### src/rtl/uop_sequencer.sv
// Microcode sequencer: fetches microinstructions from a 1-cycle-latency ROM,
// evaluates condition flags, and issues operations to the datapath one at a time.
module uop_sequencer #(
  parameter int ADDR_W = 6,
  parameter int DATA_W = 20
) (
  input  logic              clk,
  input  logic              rst,
  input  logic              ena,
  output logic              rdy,
  output logic              err,
  output logic [ADDR_W-1:0] uop_addr,
  input  logic [DATA_W-1:0] uop_data,
  output logic              op_ena,
  output logic [3:0]        op_code,
  output logic [3:0]        op_src_a,
  output logic [3:0]        op_src_b,
  output logic [3:0]        op_dst,
  input  logic              op_done,
  input  logic              cmp_eq
);

  localparam logic [3:0] OP_CMP = 4'h3;
  localparam logic [3:0] OP_RDY = 4'hF;

  localparam logic [3:0] REG_PZ = 4'h4;
  localparam logic [3:0] REG_T1 = 4'h8;
  localparam logic [3:0] REG_T2 = 4'h9;

  localparam logic [3:0] EXEC_ALWAYS      = 4'h0;
  localparam logic [3:0] EXEC_PZT1T2_0XX  = 4'h1;
  localparam logic [3:0] EXEC_PZT1T2_X0X  = 4'h2;
  localparam logic [3:0] EXEC_PZT1T2_XX0  = 4'h3;
  localparam logic [3:0] EXEC_PZT1T2_X00  = 4'h4;
  localparam logic [3:0] EXEC_PZT1T2_000  = 4'h5;

  localparam logic [ADDR_W-1:0] ADDR_LAST = '1;

  typedef enum logic [1:0] {IDLE, FETCH, DECODE, EXEC} state_t;

  state_t      state, state_nxt;
  logic [ADDR_W-1:0] addr_nxt;
  logic        rdy_nxt, err_nxt, op_ena_nxt, step;
  logic [3:0]  code_nxt, src_a_nxt, src_b_nxt, dst_nxt;
  logic [2:0]  flags, flags_nxt;  // {pz_zero, t1_zero, t2_zero}

  logic [3:0]  dec_code, dec_a, dec_b, dec_dst, dec_exec;
  assign dec_code = uop_data[19:16];
  assign dec_a    = uop_data[15:12];
  assign dec_b    = uop_data[11:8];
  assign dec_dst  = uop_data[7:4];
  assign dec_exec = uop_data[3:0];

  // Unknown exec codes are treated as never satisfied.
  function automatic logic exec_ok(input logic [3:0] code, input logic [2:0] f);
    logic [2:0] need;
    logic       known;
    need  = 3'b000;
    known = 1'b1;
    case (code)
      EXEC_ALWAYS:     need = 3'b000;
      EXEC_PZT1T2_0XX: need = 3'b100;
      EXEC_PZT1T2_X0X: need = 3'b010;
      EXEC_PZT1T2_XX0: need = 3'b001;
      EXEC_PZT1T2_X00: need = 3'b011;
      EXEC_PZT1T2_000: need = 3'b111;
      default:         known = 1'b0;
    endcase
    return known && ((f & need) == need);
  endfunction

  always_comb begin
    state_nxt  = state;
    addr_nxt   = uop_addr;
    rdy_nxt    = rdy;
    err_nxt    = err;
    op_ena_nxt = 1'b0;
    code_nxt   = op_code;
    src_a_nxt  = op_src_a;
    src_b_nxt  = op_src_b;
    dst_nxt    = op_dst;
    flags_nxt  = flags;
    step       = 1'b0;
    case (state)
      IDLE: begin
        if (ena) begin
          addr_nxt  = '0;
          rdy_nxt   = 1'b0;
          err_nxt   = 1'b0;
          flags_nxt = 3'b000;
          state_nxt = FETCH;
        end
      end
      FETCH: state_nxt = DECODE;
      DECODE: begin
        if (dec_code == OP_RDY) begin
          rdy_nxt   = 1'b1;
          state_nxt = IDLE;
        end else if (exec_ok(dec_exec, flags)) begin
          code_nxt   = dec_code;
          src_a_nxt  = dec_a;
          src_b_nxt  = dec_b;
          dst_nxt    = dec_dst;
          op_ena_nxt = 1'b1;
          state_nxt  = EXEC;
        end else begin
          step = 1'b1;
        end
      end
      EXEC: begin
        // A completion seen while op_ena is still high belongs to no issued op.
        if (op_done && !op_ena) begin
          step = 1'b1;
          if (op_code == OP_CMP) begin
            case (op_src_a)
              REG_PZ:  flags_nxt[2] = cmp_eq;
              REG_T1:  flags_nxt[1] = cmp_eq;
              REG_T2:  flags_nxt[0] = cmp_eq;
              default: flags_nxt    = flags;
            endcase
          end
        end
      end
      default: state_nxt = IDLE;
    endcase
    if (step) begin
      if (uop_addr == ADDR_LAST) begin
        rdy_nxt   = 1'b1;
        err_nxt   = 1'b1;
        state_nxt = IDLE;
      end else begin
        addr_nxt  = uop_addr + 1'b1;
        state_nxt = FETCH;
      end
    end
  end

  always_ff @(posedge clk) begin
    if (rst) begin
      state    <= IDLE;
      uop_addr <= '0;
      rdy      <= 1'b1;
      err      <= 1'b0;
      op_ena   <= 1'b0;
      op_code  <= 4'h0;
      op_src_a <= 4'h0;
      op_src_b <= 4'h0;
      op_dst   <= 4'h0;
      flags    <= 3'b000;
    end else begin
      state    <= state_nxt;
      uop_addr <= addr_nxt;
      rdy      <= rdy_nxt;
      err      <= err_nxt;
      op_ena   <= op_ena_nxt;
      op_code  <= code_nxt;
      op_src_a <= src_a_nxt;
      op_src_b <= src_b_nxt;
      op_dst   <= dst_nxt;
      flags    <= flags_nxt;
    end
  end

endmodule
### config.mk
export PLATFORM = sky130hd
export DESIGN_NAME = uop_sequencer
export DESIGN_NICKNAME = d
export VERILOG_FILES = /design/src/rtl/uop_sequencer.sv
export SDC_FILE = /design/constraint.sdc
export NUM_CORES = 1
export LEC_CHECK = 0
export ABC_AREA = 1
export BUFFER_PORTS_ARGS = -buffer_cell sky130_fd_sc_hd__buf_4
export CAP_MARGIN = 30
export CORE_MARGIN = 8
export CORE_UTILIZATION = 30
export CTS_CLUSTER_SIZE = 30
export DETAILED_ROUTE_END_ITERATION = 6
export PLACE_DENSITY_LB_ADDON = 0.3
export SYNTH_ARGS = -nofsm -noshare
export SYNTH_HDL_FRONTEND = slang
export SYNTH_SLANG_ARGS = --single-unit
export TNS_END_PERCENT = 10
### constraint.sdc
create_clock -name clk -period 2.5 [get_ports clk]
set_clock_uncertainty 0.2 [all_clocks]
set_input_delay 0.125 -clock clk [delete_from_list [all_inputs] [get_ports clk]]
set_output_delay 0.125 -clock clk [all_outputs]
set_load 0.005 [all_outputs]
# Word-level counts from Yosys, hierarchy flattened
# Index checks and enable logic that the tools add are counted.
[totals] romBits=0 word_cells=90 regBits=30 ramBits=0 input_bits=25 mem_count=0 latch_bits=0
[classes] n_eq_ne=23 n_lt_le_gt_ge=0 n_mul=0 muxes=37 n_reduce_logical=14 n_shift=0 bitwise_logic=3 addsub=1 div_mod_pow=0
[op_table] operator="2-to-1 mux 6 bit" n=4
[op_table] operator="2-to-1 mux 1 bit" n=19
[op_table] operator="2-to-1 mux 3 bit" n=5
[op_table] operator="one-hot mux 3 bit (5 select lines)" n=1
[op_table] operator="AND reduction 5 bit" n=3
[op_table] operator="== test 4 x 2 -> 1 bit, second input constant" n=3
[op_table] operator="== test 4 x 3 -> 1 bit, second input constant" n=3
[op_table] operator="== test 4 bit, second input constant" n=3
[op_table] operator="2-to-1 mux 2 bit" n=4
[op_table] operator="inequality test 2 bit, second input constant" n=4
[op_table] operator="adder 6 x 1 -> 6 bit, second input constant" n=1
[op_table] operator="== test 6 bit, second input constant" n=1
[op_table] operator="one-hot mux 2 bit (3 select lines)" n=1
[op_table] operator="one-hot mux 3 bit (2 select lines)" n=1
[op_table] operator="AND reduction 3 bit" n=2
[op_table] operator="OR reduction 6 bit" n=1
[op_table] operator="== test 2 bit, second input constant" n=2
[op_table] operator="== test 4 x 1 -> 1 bit, second input constant" n=1
[op_table] operator="logical NOT 4 bit" n=1
[op_table] operator="inequality test 2 x 1 -> 1 bit, second input constant" n=2
[op_table] operator="inequality test 4 bit, second input constant" n=1
[op_table] operator="one-hot mux 1 bit (2 select lines)" n=2
[op_table] operator="nonzero test 4 bit" n=1
[op_table] operator="AND 3 bit" n=1
[op_table] operator="9 further kinds" n=11

# Depth between registers and ports, before layout
# Gate-level depths: netlist of run 1.
[logic_depth] ltp_word=12 ltp_mapped=10 ltp_nobuf=9

# Least setup slack after synthesis of run 1
# OpenSTA, ideal clock, no wires.
[synth_timing] kind="reg-to-reg" startpoint="register state[0]" endpoint="register uop_addr[4]" path_stages_with_launch=10 t_required_ns=2.232 setup_slack_ns=0.901 arrival_ns=1.331 setup_ns=0.068 period_less_slack_ns=1.599 cell_sequence="dfxtp_1 inv_1 ha_1 nand2_1 inv_1 nor2_1 nand2_4 o21ai_1 nand2_1 a21oi_2"
[synth_between] elab_chain_cells=4 elab_cells_between_ends=7
[synth_lines] item="start, declared" line_no="41" rtl="state_t state, state_nxt;"
[synth_lines] item="start signal, assigned" line_no="151" rtl="state <= state_nxt;"
[synth_lines] item="logical NOT 2 bit" line_no="84" rtl="case (state)"
[synth_lines] item="2-to-1 mux 6 bit" line_no="84"
[synth_lines] item="2-to-1 mux 6 bit" line_no="127" rtl="if (uop_addr == ADDR_LAST) begin"
[synth_lines] item="2-to-1 mux 6 bit *" line_no="126" rtl="if (step) begin"
[synth_lines] item="end signal, assigned" line_no="152" rtl="uop_addr <= addr_nxt;"
[synth_lines] item="end, declared" line_no="12" rtl="output logic [ADDR_W-1:0] uop_addr,"
# Mark *: on every way between the ends. The rest lies on a longest branch, timed or not.
# A chain may end at the register's enable or synchronous reset.

# Worst setup path after layout of run 1
[layout_timing] startpoint="register state[0]" endpoint="register op_code[3]"
[layout_between] elab_chain_cells=2
[layout_lines] item="== test 2 bit" line_no="84"
[layout_lines] item="AND reduction 3 bit (no source line)"
[layout_lines] item="end signal, assigned" line_no="156" rtl="op_code <= code_nxt;"
[layout_lines] item="end, declared" line_no="15" rtl="output logic [3:0] op_code,"
# No other way between the ends.

==> results.sh, run 1 <==
export IMPL_ant_nets=0
export IMPL_clock_path_buffers=2
export IMPL_rows=26
export IMPL_layout_commonest_cell="nand2_1"
export IMPL_drive_above_1_share_pct=25.4
export IMPL_globalRouteTotalUtil_pct=12.1
export IMPL_drc=0
export IMPL_arrival_ps=1890
export IMPL_path_delay_family="buffers and inverters"
export IMPL_crit_type="flop to flop"
export IMPL_drtPass1Iterations=5
export IMPL_power_leakage_uw=0.000951
export IMPL_syn_cell_area_um2=1550
export IMPL_die_area_um2=7700
export IMPL_finalHoldViolCount=0
export IMPL_cp_data_required_time_ps=2480
export IMPL_synth_distinct_cells=26
export IMPL_grt_setup_unrepaired="no"
export IMPL_synthMuxAreaShare_pct=0
export IMPL_grt_max_degree=23
export IMPL_pre_cts_slack_ps=611
export IMPL_fin_crit_sh_pct=76.4
export IMPL_vias=1621
export IMPL_hold_path_depth=4
export IMPL_synth_area_leaders="dfxtp_1, nand2_1, a21oi_1"
export IMPL_min_path_type="primary input to flop"
export IMPL_grt_ovfl_total=0
export IMPL_cp_start_kind="flop"
export IMPL_holdPathEnd="err$_SDFF_PP0_"
export IMPL_clock_sinks=30
export IMPL_root_buffer="clkbuf_8"
export IMPL_relSlewSlack_pct=71.5
export IMPL_antenna_found_initial=0
export IMPL_avgRoutedWirePerCell_um=12.0
export IMPL_synth_simple_area_share_pct=31.2
export IMPL_crit_path_end_kind="flop"
export IMPL_nets=320
export IMPL_setup_slack_ps=590
export IMPL_worstReg2RegEnd="op_code[3]$_SDFFE_PP0P_"
export IMPL_start_util_pct=30.6
export IMPL_syn_inst=221
export IMPL_drt_wl_total_um=4340
export IMPL_min_period_ps=1910
export IMPL_max_cap_violations=0
export IMPL_whs_ps=40.0
export IMPL_place_congestion=0.802
export IMPL_clk_pin_slew_ps=70
export IMPL_holdCritStartpoint="ena"
export IMPL_grt_pass1_vias=1558
export IMPL_yosys_area_top_type="dfxtp_1"
export IMPL_finalMaxSlewViolations=0
export IMPL_port_buffers=49
export IMPL_core_area_um2=5040
export IMPL_r2r_slack_ps=590
export IMPL_synth_xor_area_share_pct=0.567
export IMPL_r2r_start="state[0]$_SDFFE_PP0P_"
export IMPL_fin_tns_setup_ps=0
export IMPL_finalSetupViolations=0
export IMPL_yosysSeqAreaShare_pct=38.9
export IMPL_die_height_um=87.8
export IMPL_area_delta_synth_final_pct=44.9
export IMPL_synth_top_cell_area_share_pct=38.9
export IMPL_clk_latency_ps=280
export IMPL_viasPerCell=4.49
export IMPL_post_cts_buffers=0
export IMPL_crit_chain="inv_1 -> ha_1 -> inv_1 -> nor2_2 -> nand4_2 -> buf_4 -> o21ai_0 -> a21oi_1"
export IMPL_status="finished, final reports clean"
export IMPL_tightest_slew_ps=424
export IMPL_synthesis_nets=251
export IMPL_peakVddDrop_uv=253
export IMPL_cts_tree="yes"
export IMPL_crit_path_frequent_cell="inv_1"
export IMPL_place_hpwl_um=3190
export IMPL_grt_pass1_wl_um=7270
export IMPL_synthAdderAreaFrac_pct=4.05
export IMPL_ys_warnings_count=0
export IMPL_drt_iter0_drc=77
export IMPL_io_pins=50
export IMPL_die_w_um=87.8
export IMPL_synth_top_family_by_area="simple AND/OR/NAND/NOR gates"
export IMPL_total_power_uw=1070
export IMPL_worst_path_buf_inv=3
export IMPL_p_per_area_nw_per_um2=478
export IMPL_final_cell_mix="nand2_1, buf_4, dfxtp_1, a21oi_1, inv_1"
export IMPL_cp_slowest_cell="dfxtp_1"
export IMPL_cp_slowest_stage_delay_ps=330
export IMPL_reg2reg_depth=8
export IMPL_synth_compound_area_share_pct=16.8
export IMPL_htree_num_levels=2
export IMPL_n_antenna_cell=0
export IMPL_avgSynthCellArea_um2=6.99
export IMPL_ys_seq_elements=30
export IMPL_clock_fmax_mhz=523
export IMPL_cts_buffers_inserted=5
export IMPL_final_util_pct=44.4
export IMPL_critPathMaxFanout=19
==> flip-flops by register name (all words and copies together) (netlist names) <==
register	count
state	2
op_src_a	4
uop_addr	6
op_ena	1
op_code	4
flags	3
rdy	1
err	1
op_src_b	4
op_dst	4
==> timing repair <==
action                                 in CTS  in global routing
hold buffers                               17                  0
endpoints found under the hold margin      20                  0
resized for setup                           0                  0
==> kinds of logic after synthesis <==
family                     after synthesis
and+or+nand+nor                        108
DFF                                     30
xor gates and xnor gates                 1
adders and majority gates                5
buffers and inverters                   30
AOI/OAI and AO/OA                       47
==> routing by layer <==
| metal | track usage [%] | wire [um] | part of all wire, % | vias up |
|---|---|---|---|---|
| li1 | - | - | - | 856 |
| met1 | 14.1 | 1970 | 45 | 723 |
| met2 | 19.2 | 2050 | 47 | 36 |
| met4 | 5.16 | 69 | 1.6 | 0 |
| met5 | 0 | 0 | 0 | - |
| met3 | 4.60 | 248 | 5.7 | 6 |
==> where the power goes <==
group	leakage [uW]	internal, uW	switching [uW]
combinational	0.000661	81.2	83.1
sequential	0.000242	487	8.59
clock	0.0000472	221	189
==> synthesized netlist by cell type (all sizes together) <==
library cell  number
dfxtp             30
nor2              14
o21bai             1
buf                3
nand3b             1
clkbuf             2
xnor2              1
o21ai             16
a21oi             29
ha                 5
nand4              6
inv               24
nand3             19
or2                1
o211ai             1
nand2             67
clkinv             1
==> worst max path at each step <==
| stage | startpoint | endpoint | slack (ps) | depth (start not counted) |
|---|---|---|---|---|
| 2_1_floorplan | state[0]$_SDFFE_PP0P_ | uop_addr[4]$_SDFF_PP0_ | 900 | 9 |
| 5_1_grt | state[0]$_SDFFE_PP0P_ | op_code[3]$_SDFFE_PP0P_ | 460 | 8 |
| 6_report | state[0]$_SDFFE_PP0P_ | op_code[3]$_SDFFE_PP0P_ | 590 | 8 |
| 4_1_cts | state[0]$_SDFFE_PP0P_ | op_code[3]$_SDFFE_PP0P_ | 600 | 8 |
| 3_3_place_gp | state[0]$_SDFFE_PP0P_ | op_src_a[0]$_SDFFE_PP0P_ | 700 | 8 |
| 3_5_place_dp | state[0]$_SDFFE_PP0P_ | op_code[3]$_SDFFE_PP0P_ | 610 | 8 |
==> area by class of cell <==
| type | instances | area [um^2] |
|---|---|---|
| clock buffer | 6 | 82.6 |
| timing repair buffer | 67 | 546 |
| tap | 70 | 87.6 |
| sequential | 30 | 601 |
| fill | 533 | 2800 |
| clock inverter | 2 | 12.5 |
| inverter | 25 | 98.8 |
| multi-input combinational | 161 | 812 |
==> metrics by stage <==
| stage | std cells | area, um^2 |
|---|---|---|
| floorplan | 221 | 1550 |
| global placement | 336 | 1970 |
| detailed placement | 336 | 1970 |
| CTS | 361 | 2240 |
| global route | 361 | 2240 |
| finish | 361 | 2240 |
==> worst register-to-register path: stages, from the launching register on <==
cell,delay [ps]
dfxtp_1,330
inv_1,90
ha_1,210
inv_1,60
nor2_2,180
nand4_2,220
buf_4,280
o21ai_0,170
a21oi_1,50
Power figures use the tool's default switching activity.
==> run 2: changes to the inputs <==
--- a/config.mk
+++ b/config.mk
@@ -5,7 +5,7 @@
 export SDC_FILE = /design/constraint.sdc
 export NUM_CORES = 1
 export LEC_CHECK = 0
-export ABC_AREA = 1
+export ABC_AREA = 0
 export BUFFER_PORTS_ARGS = -buffer_cell sky130_fd_sc_hd__buf_4
 export CAP_MARGIN = 30
 export CORE_MARGIN = 8
==> constraint.sdc (replaced) <==
create_clock -name clk -period 1.6 [get_ports clk]
set_clock_uncertainty 0.2 [all_clocks]
set_input_delay 0.08 -clock clk [delete_from_list [all_inputs] [get_ports clk]]
set_output_delay 0.08 -clock clk [all_outputs]
set_load 0.005 [all_outputs]
==> results.sh, run 2 <==
export IMPL_io_pins=50
export IMPL_finalMaxSlewViolations=0
export IMPL_die_w_um=86.4
export IMPL_finalHoldViolCount=0
export IMPL_avgSynthCellArea_um2=9.06
export IMPL_failed_checks="negative setup slack"
export IMPL_yosysSeqAreaShare_pct=40.4
export IMPL_min_period_ps=1900
export IMPL_power_leakage_uw=0.00117
export IMPL_place_congestion=0.774
export IMPL_critPathMaxFanout=2
export IMPL_synth_distinct_cells=39
export IMPL_grt_setup_unrepaired="yes"
export IMPL_total_power_uw=1780
export IMPL_relSlewSlack_pct=76.6
export IMPL_status="finished, violations left"
export IMPL_stdcell_count=328
export IMPL_clock_sinks=30
export IMPL_cp_start_kind="flop"
export IMPL_root_buffer="clkbuf_8"
export IMPL_layout_commonest_cell="buf_4"
export IMPL_final_util_pct=52.6
export IMPL_dp_cells=299
export IMPL_multi_input_area_um2=900
export IMPL_grt_pass1_vias=1624
export IMPL_synthTopCellsByCount="dfxtp_1, nor2_1, mux2i_1"
export IMPL_grt_pass1_wl_um=7330
export IMPL_clk_latency_ps=280
export IMPL_htree_num_levels=2
export IMPL_avgRoutedWirePerCell_um=13.2
export IMPL_ys_seq_elements=30
export IMPL_port_buffers=49
export IMPL_synth_flop_cell="dfxtp_1"
export IMPL_clock_fmax_mhz=526
export IMPL_die_height_um=86.4
export IMPL_pwr_share_comb_pct=20.2
export IMPL_p_int_uw=1310
export IMPL_ant_nets=0
export IMPL_core_area_um2=4750
export IMPL_crit_type="flop to flop"
export IMPL_area_delta_synth_final_pct=68.2
export IMPL_max_cap_violations=0
export IMPL_drt_wl_total_um=4340
export IMPL_final_cell_mix="buf_4, dfxtp_1, nor2_1, dlygate4sd3_1, mux2i_1"
export IMPL_hold_path_depth=5
export IMPL_p_clk_share_pct=35.9
export IMPL_regMostFlops="uop_addr"
export IMPL_synth_area_leaders="dfxtp_1, mux2i_1, nor2_1"
export IMPL_power_frac_seq_pct=43.9
export IMPL_pre_cts_slack_ps=-279
export IMPL_n_antenna_cell=0
export IMPL_reg2reg_depth=5
export IMPL_grt_max_degree=32
export IMPL_p_switching_uw=473
export IMPL_clk_pin_slew_ps=60
export IMPL_drive_above_1_share_pct=42.1
export IMPL_syn_inst=164
export IMPL_clock_path_buffers=2
export IMPL_start_util_pct=31.2
export IMPL_viasPerCell=4.63
export IMPL_rows=25
export IMPL_seqCellArea_um2=603
export IMPL_fin_crit_sh_pct=119
export IMPL_tightest_slew_ps=352
export IMPL_fill_cells=477
export IMPL_async_reset_ff_share_pct=0
export IMPL_yosys_area_top_type="dfxtp_1"
export IMPL_p_per_area_nw_per_um2=712
export IMPL_setup_slack_ps=-301
export IMPL_place_hpwl_um=3140
export IMPL_nets=290
export IMPL_crit_path_end_kind="flop"
export IMPL_drt_iter0_drc=52
export IMPL_syn_cell_area_um2=1490
export IMPL_die_area_um2=7460
export IMPL_finalSetupViolations=29
export IMPL_drc=0
export IMPL_largest_reg_flops=6
export IMPL_min_path_type="primary input to flop"
export IMPL_antenna_found_initial=0
export IMPL_cts_tree="yes"
export IMPL_arrival_ps=1910
export IMPL_globalRouteTotalUtil_pct=12.2
export IMPL_cp_data_required_time_ps=1610
export IMPL_ys_warnings_count=0
export IMPL_vias=1520
export IMPL_synthesis_nets=194
export IMPL_synth_top_cell_area_share_pct=40.4
export IMPL_drtPass1Iterations=4
export IMPL_switching_share_pct=26.6
export IMPL_grt_ovfl_total=0
export IMPL_cts_buffers_inserted=5
export IMPL_synth_edf_count=0
export IMPL_peakVddDrop_uv=523
export IMPL_synth_most_common_cell="dfxtp_1"
run 2: timing repair:
| action | CTS | global route |
|---|---|---|
| hold endpoints to repair | 22 | 0 |
| endpoints found under the setup margin | 30 | 29 |
| gates cloned | 0 | 0 |
| pin swaps | 10 | 2 |
| resized for setup | 18 | 2 |
| hold buffers | 18 | 0 |
| buffers inserted | 3 | 0 |
run 2: cells by family after synthesis:
kind of cell	Yosys count	share of synthesized area, %
DFF	30	40.4
muxes	19	13.0
buffers and inverters	12	3.54
and+or+nand+nor	58	20.4
xor gates and xnor gates	2	1.18
AOI/OAI and AO/OA	38	17.3
adders and majority gates	5	4.21
run 2: power groups by stage:
stage	Combinational [uW]	Sequential, uW	Clock [uW]
after floorplan	160	793	0
after global placement	291	793	0
after detailed placement	292	795	0
after CTS	358	780	660
after global routing	394	781	682
final	359	780	639
run 2: per-layer routing:
metal / track usage (%) / up-vias / part of all wire [%]
met1: 12.4 / 704 / 41
li1: - / 779 / -
met3: 4.82 / 4 / 5.9
met5: 0 / - / 0
met4: 4.23 / 0 / 0.87
met2: 21.9 / 33 / 52
run 2: layout make-up:
type                            count  share of cell area (%)
Clock inverter                      2                   0.501
Clock buffer                        6                    3.30
Tap cell                           67                    3.36
Multi-Input combinational cell    122                    36.0
Inverter                            5                   0.751
Timing Repair Buffer               96                    31.9
Sequential cell                    30                    24.1
run 2: path summary, 6_finish.rpt:
kind / from / to / slack [ps]
hold / removal: ena / flags[0]$_SDFFE_PP0P_ / 100
setup reg to reg: op_code[3]$_SDFFE_PP0P_ / flags[2]$_SDFFE_PP0P_ / -300
hold reg to reg: flags[0]$_SDFFE_PP0P_ / flags[0]$_SDFFE_PP0P_ / 280
setup / recovery: op_code[3]$_SDFFE_PP0P_ / flags[2]$_SDFFE_PP0P_ / -300
run 2: through the flow:
stage / TNS [ps] / hold slack, ps / area (um^2)
6_report: -3430 / 97.0 / 2500
3_5_place_dp: -5560 / 116 / 2120
2_1_floorplan: -2680 / 23.9 / 1490
3_3_place_gp: -5090 / 109 / 2120
5_1_grt: -5510 / 145 / 2500
4_1_cts: -3170 / 112 / 2490
run 2: worst max-delay path: stages, from the launching register on:
cell     delay, ps
dfxtp_1        320
or4b_4         550
nor3_4         140
and3b_1        180
mux2_2         330
a21oi_1        120
